`src/rtl/hilo_muldiv_ctrl.sv`:
```
// HI/LO multiply-divide unit: single-cycle MULT/MULTU, 32-step restoring DIV/DIVU with a
// sign-fixup cycle, and direct MTHI/MTLO writes.
module hilo_muldiv_ctrl #(
    parameter logic [31:0] DIV_ZERO_LO = 32'hFFFF_FFFF
) (
    input  logic        clk_i,
    input  logic        rst_i,
    input  logic        start_i,
    input  logic [2:0]  op_i,
    input  logic [31:0] a_i,
    input  logic [31:0] b_i,
    output logic        busy_o,
    output logic        done_o,
    output logic [31:0] hi_o,
    output logic [31:0] lo_o
);

    typedef enum logic [1:0] {StIdle, StMul, StDiv, StFix} state_e;

    localparam logic [2:0] OpMult  = 3'd0;
    localparam logic [2:0] OpMultu = 3'd1;
    localparam logic [2:0] OpDiv   = 3'd2;
    localparam logic [2:0] OpDivu  = 3'd3;
    localparam logic [2:0] OpMthi  = 3'd4;
    localparam logic [2:0] OpMtlo  = 3'd5;

    state_e      state_q, state_d;
    logic [2:0]  op_q, op_d;
    logic [31:0] a_q, a_d;
    logic [31:0] b_q, b_d;
    logic [5:0]  cnt_q, cnt_d;
    logic [31:0] quo_q, quo_d;
    logic [31:0] rem_q, rem_d;
    logic [31:0] dvs_q, dvs_d;
    logic [31:0] hi_q, hi_d;
    logic [31:0] lo_q, lo_d;
    logic        done_q, done_d;

    logic        accept;
    logic        signed_div;
    logic        neg_quo;
    logic        neg_rem;
    logic [63:0] ext_a;
    logic [63:0] ext_b;
    logic [63:0] prod;
    logic [32:0] rem_sh;
    logic [32:0] diff;

    assign accept     = start_i && (op_i < 3'd6);
    assign signed_div = (op_q == OpDiv);
    assign neg_quo    = signed_div && (a_q[31] ^ b_q[31]);
    assign neg_rem    = signed_div && a_q[31];

    // Sign-extending both operands to 64 bits makes the low 64 product bits exact for MULT.
    assign ext_a = (op_q == OpMult) ? {{32{a_q[31]}}, a_q} : {32'b0, a_q};
    assign ext_b = (op_q == OpMult) ? {{32{b_q[31]}}, b_q} : {32'b0, b_q};
    assign prod  = ext_a * ext_b;

    // Dividend bits shift out of quo_q into the partial remainder; borrow means restore.
    assign rem_sh = {rem_q, quo_q[31]};
    assign diff   = rem_sh - {1'b0, dvs_q};

    always_comb begin
        state_d = state_q;
        op_d    = op_q;
        a_d     = a_q;
        b_d     = b_q;
        cnt_d   = cnt_q;
        quo_d   = quo_q;
        rem_d   = rem_q;
        dvs_d   = dvs_q;
        hi_d    = hi_q;
        lo_d    = lo_q;
        done_d  = 1'b0;

        case (state_q)
            StIdle: begin
                if (accept) begin
                    op_d  = op_i;
                    a_d   = a_i;
                    b_d   = b_i;
                    cnt_d = 6'd0;
                    case (op_i)
                        OpMthi: begin
                            hi_d   = a_i;
                            done_d = 1'b1;
                        end
                        OpMtlo: begin
                            lo_d   = a_i;
                            done_d = 1'b1;
                        end
                        OpMult, OpMultu: state_d = StMul;
                        OpDiv, OpDivu: begin
                            state_d = StDiv;
                            rem_d   = 32'd0;
                            quo_d   = (op_i == OpDiv && a_i[31]) ? -a_i : a_i;
                            dvs_d   = (op_i == OpDiv && b_i[31]) ? -b_i : b_i;
                        end
                        default: ;
                    endcase
                end
            end
            StMul: begin
                {hi_d, lo_d} = prod;
                done_d       = 1'b1;
                state_d      = StIdle;
            end
            StDiv: begin
                cnt_d = cnt_q + 6'd1;
                if (!diff[32]) begin
                    rem_d = diff[31:0];
                    quo_d = {quo_q[30:0], 1'b1};
                end else begin
                    rem_d = rem_sh[31:0];
                    quo_d = {quo_q[30:0], 1'b0};
                end
                if (cnt_q == 6'd31) begin
                    state_d = StFix;
                end
            end
            StFix: begin
                if (b_q == 32'd0) begin
                    lo_d = DIV_ZERO_LO;
                    hi_d = a_q;
                end else begin
                    lo_d = neg_quo ? -quo_q : quo_q;
                    hi_d = neg_rem ? -rem_q : rem_q;
                end
                done_d  = 1'b1;
                state_d = StIdle;
            end
            default: state_d = StIdle;
        endcase
    end

    always_ff @(posedge clk_i or posedge rst_i) begin
        if (rst_i) begin
            state_q <= StIdle;
            op_q    <= 3'd0;
            a_q     <= 32'd0;
            b_q     <= 32'd0;
            cnt_q   <= 6'd0;
            quo_q   <= 32'd0;
            rem_q   <= 32'd0;
            dvs_q   <= 32'd0;
            hi_q    <= 32'd0;
            lo_q    <= 32'd0;
            done_q  <= 1'b0;
        end else begin
            state_q <= state_d;
            op_q    <= op_d;
            a_q     <= a_d;
            b_q     <= b_d;
            cnt_q   <= cnt_d;
            quo_q   <= quo_d;
            rem_q   <= rem_d;
            dvs_q   <= dvs_d;
            hi_q    <= hi_d;
            lo_q    <= lo_d;
            done_q  <= done_d;
        end
    end

    assign busy_o = (state_q != StIdle);
    assign done_o = done_q;
    assign hi_o   = hi_q;
    assign lo_o   = lo_q;

endmodule

```
`config.mk`:
```
export PLATFORM = sky130hd
export DESIGN_NAME = hilo_muldiv_ctrl
export DESIGN_NICKNAME = d
export VERILOG_FILES = /design/src/rtl/hilo_muldiv_ctrl.sv
export SDC_FILE = /design/constraint.sdc
export NUM_CORES = 2
export LEC_CHECK = 0
export ABC_AREA = 1
export CAP_MARGIN = 20
export CORE_UTILIZATION = 60
export CTS_CLUSTER_DIAMETER = 40
export DETAILED_ROUTE_END_ITERATION = 16
export GPL_ROUTABILITY_DRIVEN = 0
export PLACE_DENSITY = 0.8
export SYNTH_ARGS = -nofsm -noshare
export SYNTH_HDL_FRONTEND = slang
export SYNTH_SLANG_ARGS = --single-unit
```
`constraint.sdc`:
```
create_clock -name clk_i -period 17.55 [get_ports clk_i]
set_clock_uncertainty 0.1 [all_clocks]
set_input_delay 2.6325 -clock clk_i [delete_from_list [all_inputs] [get_ports clk_i]]
set_output_delay 2.6325 -clock clk_i [all_outputs]
set_load 0.01 [all_outputs]
```
# --- Word-level counts from Yosys, hierarchy flattened ---
# Cells that the tools add are included.
word_totals:
  register_bits: 236
  latch_bits: 0
  ramBits: 0
  rom_bits: 0
  in_bits: 70
  wordCells: 90
  n_memories: 0
classes:
  add_sub_neg: 6
  mul: 1
  n_div: 0
  magnitude_cmp: 1
  eq_ne: 16
  n_shift: 0
  mux: 31
  n_bitwise: 1
  reduce_logical: 23
ops:
  columns: ["cell", "n"]
  rows:
  - ["32-bit two-way mux", 15]
  - ["32-bit case mux with 3 select lines", 2]
  - ["64-bit two-way mux", 2]
  - ["32-bit negation", 4]
  - ["32-bit case mux with 2 select lines", 2]
  - ["64-bit by 64-bit multiplier with 64-bit output", 1]
  - ["33-bit by 32-bit subtractor with 33-bit output", 1]
  - ["32-bit logical NOT", 1]
  - ["3-bit AND reduction", 5]
  - ["6-bit case mux with 2 select lines", 1]
  - ["3-bit by 2-bit equality test with 1-bit output, second input constant", 3]
  - ["2-bit OR reduction", 4]
  - ["6-bit by 1-bit adder with 6-bit output, second input constant", 1]
  - ["3-bit equality test, second input constant", 2]
  - ["6-bit by 5-bit equality test with 1-bit output, second input constant", 1]
  - ["3-bit logical NOT", 2]
  - ["6-bit two-way mux", 1]
  - ["2-bit by 1-bit != test with 1-bit output, second input constant", 3]
  - ["2-bit case mux with 3 select lines", 1]
  - ["1-bit logical AND", 5]
  - ["2-bit equality test, second input constant", 2]
  - ["2-bit two-way mux", 2]
  - ["2-bit != test, second input constant", 2]
  - ["2-bit case mux with 2 select lines", 1]
  - ["other kinds (11)", 15]

# --- Depth between registers and ports, before layout ---
depth:
  depth_word: 6
  ltp_mapped: 41
  ltp_nobuf: 41

# --- Worst setup path after synthesis ---
# No wires, ideal clock.
synth_timing:
  path_type: "register -> register"
  start: "register op_q[1]"
  end: "register hi_q[30] (netlist: hi_o[30])"
  setup_ns: 0.113
  t_arrival_ns: 8.895
  t_required_ns: 17.337
  path_slack_ns: 8.443
  path_stages_with_launch: 36
  period_less_slack_ns: 9.107
  path_cell_list: "dfrtp_1 -> nor3_4 -> inv_2 -> clkbuf_1 -> buf_1 -> nor2_1 -> fa_1 -> inv_1 -> fa_1 -> inv_1 -> fa_1 -> inv_1 -> fa_1 -> inv_1 -> fa_1 -> fa_1 -> fa_1 -> inv_1 -> fa_1 -> inv_1 -> fa_1 -> inv_1 -> fa_1 -> inv_1 -> ha_1 -> inv_1 -> nor3_1 -> inv_1 -> nor3_1 -> nand3_1 -> nand2_1 -> a21oi_1 -> o21ai_0 -> nand3_1 -> nand2_1 -> inv_1"
synth_between:
  elab_chain_len: 5
  elab_cells_between_ends: 9
  cone_classes: "mul: 1; eq/ne: 1; mux: 5; reduce/logical: 2"
synth_rtl:
  columns: ["element", "line", "rtl"]
  rows:
  - ["from (decl)", "28", "logic [2:0] op_q, op_d;"]
  - ["from (signal assigned)", "151", "op_q <= op_d;"]
  - ["parallel branches: the longest is 4 deep, another holds 64-bit by 64-bit multiplier with 64-bit output", null, null]
  - ["32-bit case mux with 3 select lines *", "76", "case (state_q)"]
  - ["to (signal assigned)", "158", "hi_q <= hi_d;"]
  - ["to (decl)", "35", "logic [31:0] hi_q, hi_d;"]
# Every way passes the cells marked *.
# A chain may end at the register's enable or synchronous reset.

# --- Worst setup path in the final report ---
layout_timing:
  start: "register op_q[0]"
  end: "register hi_q[21] (netlist: hi_o[21])"
# Same word-level chain as after synthesis.

==> metrics.txt <==
Synth area leader fa_1; Worst R2R Setup Slack roughly 6800 ps; critical path peak fanout between 40 and 50; max-slew violation count 0; initial core utilization about 61%; Num CTS Buffers 39; CTS-repair resized insts 0; Post-synth top cells inv_1 (2333), nand2_1 (1918), fa_1 (1420); CP endpoint kind flop; final wirelength between 200 and 250 mm; largest net degree at the start of global routing 96; Post-CTS Setup Bufs 0; Seq/Total Area, Yosys 9.05%; initial drt markers approximately 7700; Mapped Avg Cell Area about 7.8 µm²; Die Height about 330 µm; Worst EP required about 18000 ps; Post-synth EDFFs 0; final hold vios 0; min Tclk post-route between 10000 and 15000 ps; clock root buffer master clkbuf_16; CP endpoint hi_o[21]; ranking of synthesized cells by area fa_1 (44%), inv_1 (13%), nand2_1 (11%); cts hold-fix bufs 0; share of layout cells above drive strength 1 between 3 and 4%; initial antenna violation count 16; Cells after Synth approximately 8400; FF-to-FF Start op_q[0]; Clock Path Buffers 3; Rel. slew slack 13.5%; Synth Flop Type dfrtp_1; crit path launch type flop; most frequent cell after synthesis inv_1; #FFs+latches synth ~240; endpoints failing setup 0; Fin Setup TNS 0 ps; WL/cell 23.8 µm; min-delay worst type flop to flop; CTS tree built; max-cap violation count 0; clk slew on worst S/H paths roughly 60 ps; R2R depth 34; Mapped Area approximately 0.065 mm²; CTS sink count 236; maximum operating frequency just over 90 MHz; Synth Net Count roughly 10000; Yosys top cell area share 43.6%; Area Growth Syn to Fin 5.64%; Rows 120; FFs w/ async S/R, synth 100%; GRT overflow 0; worst-margin pin slew 1280 ps; critical path class flop to flop; RR Endpoint hi_o[21]; Distinct cells, synth between 60 and 70; CP Launch Point op_q[0]; unrepaired setup endpoints after global routing false; detailed-placement wirelength estimate around 180 mm; first-pass GRT wire length 353 mm; vias approximately 58000; Die Width ~330 µm; most used cell, CP fa_1; Post-route DRC 0; ANT nets after route 0; drt pass-1 iters 13; crit path DAT roughly 11000 ps; Layout Nets approximately 10000; master of the slowest instance on the critical path fa_1; Core Region 0.108 mm²; die area 0.110 mm²; Tcrit/Tclk final 61.4%; H-tree levels 2; post-DR vias/cell about 6; number of global-route vias before repair ~60000; result of the run completed; Syn. warnings 0; port bufs between 100 and 150; total track usage a little over two fifths; clk_lat worst skew 590 ps; num ports 136; CP max stage delay 820 ps
==> metrics by stage <==
| stage | cell area [µm²] | hold slack (ps) | util [%] | worst slack, ps | std cells |
|---|---|---|---|---|---|
| after global placement | 67600 | 359 | 62.9 | 7390 | 9619 |
| after detailed placement | 67600 | 368 | 62.9 | 7160 | 9619 |
| after global routing | 68900 | 407 | 64.1 | 6440 | 9693 |
| final | 69000 | 380 | 64.1 | 6780 | 9696 |
| after floorplan | 65300 | 338 | - | 8340 | 8353 |
| after CTS | 68900 | 381 | 64.1 | 7080 | 9688 |
==> registers in the layout, summed over array words and instances (netlist names) <==
register  flops
a_q          32
b_q          32
cnt_q         6
done_o        1
dvs_q        32
hi_o         32
lo_o         32
op_q          3
quo_q        32
rem_q        32
state_q       2
==> cells by family after synthesis <==
| family | after synthesis | share of synthesized area (%) |
|---|---|---|
| adder cells (fa/ha/maj) | 1766 | 50.2 |
| XOR/XNOR | 100 | 1.34 |
| AO/OA/AOI/OAI | 730 | 6.19 |
| buffers and inverters | 2707 | 15.7 |
| AND/OR/NAND/NOR | 2814 | 17.5 |
| flip-flops | 236 | 9.05 |
==> cells in the final DEF, fill, tap and decap left out, types with 28 or more instances in the layout <==
cell	netlist	layout
a21oi_1	231	231
a31oi_1	28	28
buf_4	4	86
clkbuf_16	0	39
clkdlybuf4s50_1	0	135
dfrtp_1	236	232
fa_1	1420	1420
ha_1	346	346
inv_1	2333	2332
nand2_1	1918	1917
nand3_1	227	227
nand4_1	42	42
nor2_1	474	471
nor3_1	45	45
o21ai_0	326	326
o21ai_1	32	32
xnor2_1	29	29
xor2_1	71	71
==> cell type report <==
class	count	area, µm²
multi-input cells	5410	49100
fillers	8868	38500
inverters	2349	8820
flip-flops and latches	236	5910
repair buffers	223	2010
well taps	1403	1760
clock buffers	45	1020
clock inverters	24	280
diodes	6	15.0
==> per-layer routing <==
metal	share of wire, %	track usage [%]	vias up
li1	-	-	24000
met1	32	51.9	27800
met2	41	61.8	4709
met3	17	17.4	1348
met4	9.9	31.4	12
met5	0.036	0	-
==> critical path, delay by kind of cell (launching register included) <==
family	cells	cell delay, ps
AO/OA/AOI/OAI	4	660
flip-flops	1	420
buffers and inverters	11	1320
AND/OR/NAND/NOR	8	2140
adder cells (fa/ha/maj)	11	5990
==> worst min path at each step <==
stage,startpoint,to,cells past startpoint
4_1_cts,b_q[29],b_q[29],2
3_3_place_gp,b_q[28],b_q[28],2
3_5_place_dp,b_q[29],b_q[29],2
6_report,b_q[29],b_q[29],2
2_1_floorplan,cnt_q[5],state_q[0],1
5_1_grt,b_q[23],b_q[23],2
Power is not shown: default switching activity piles up to over one toggle a cycle in this logic, so the estimate is an artifact.
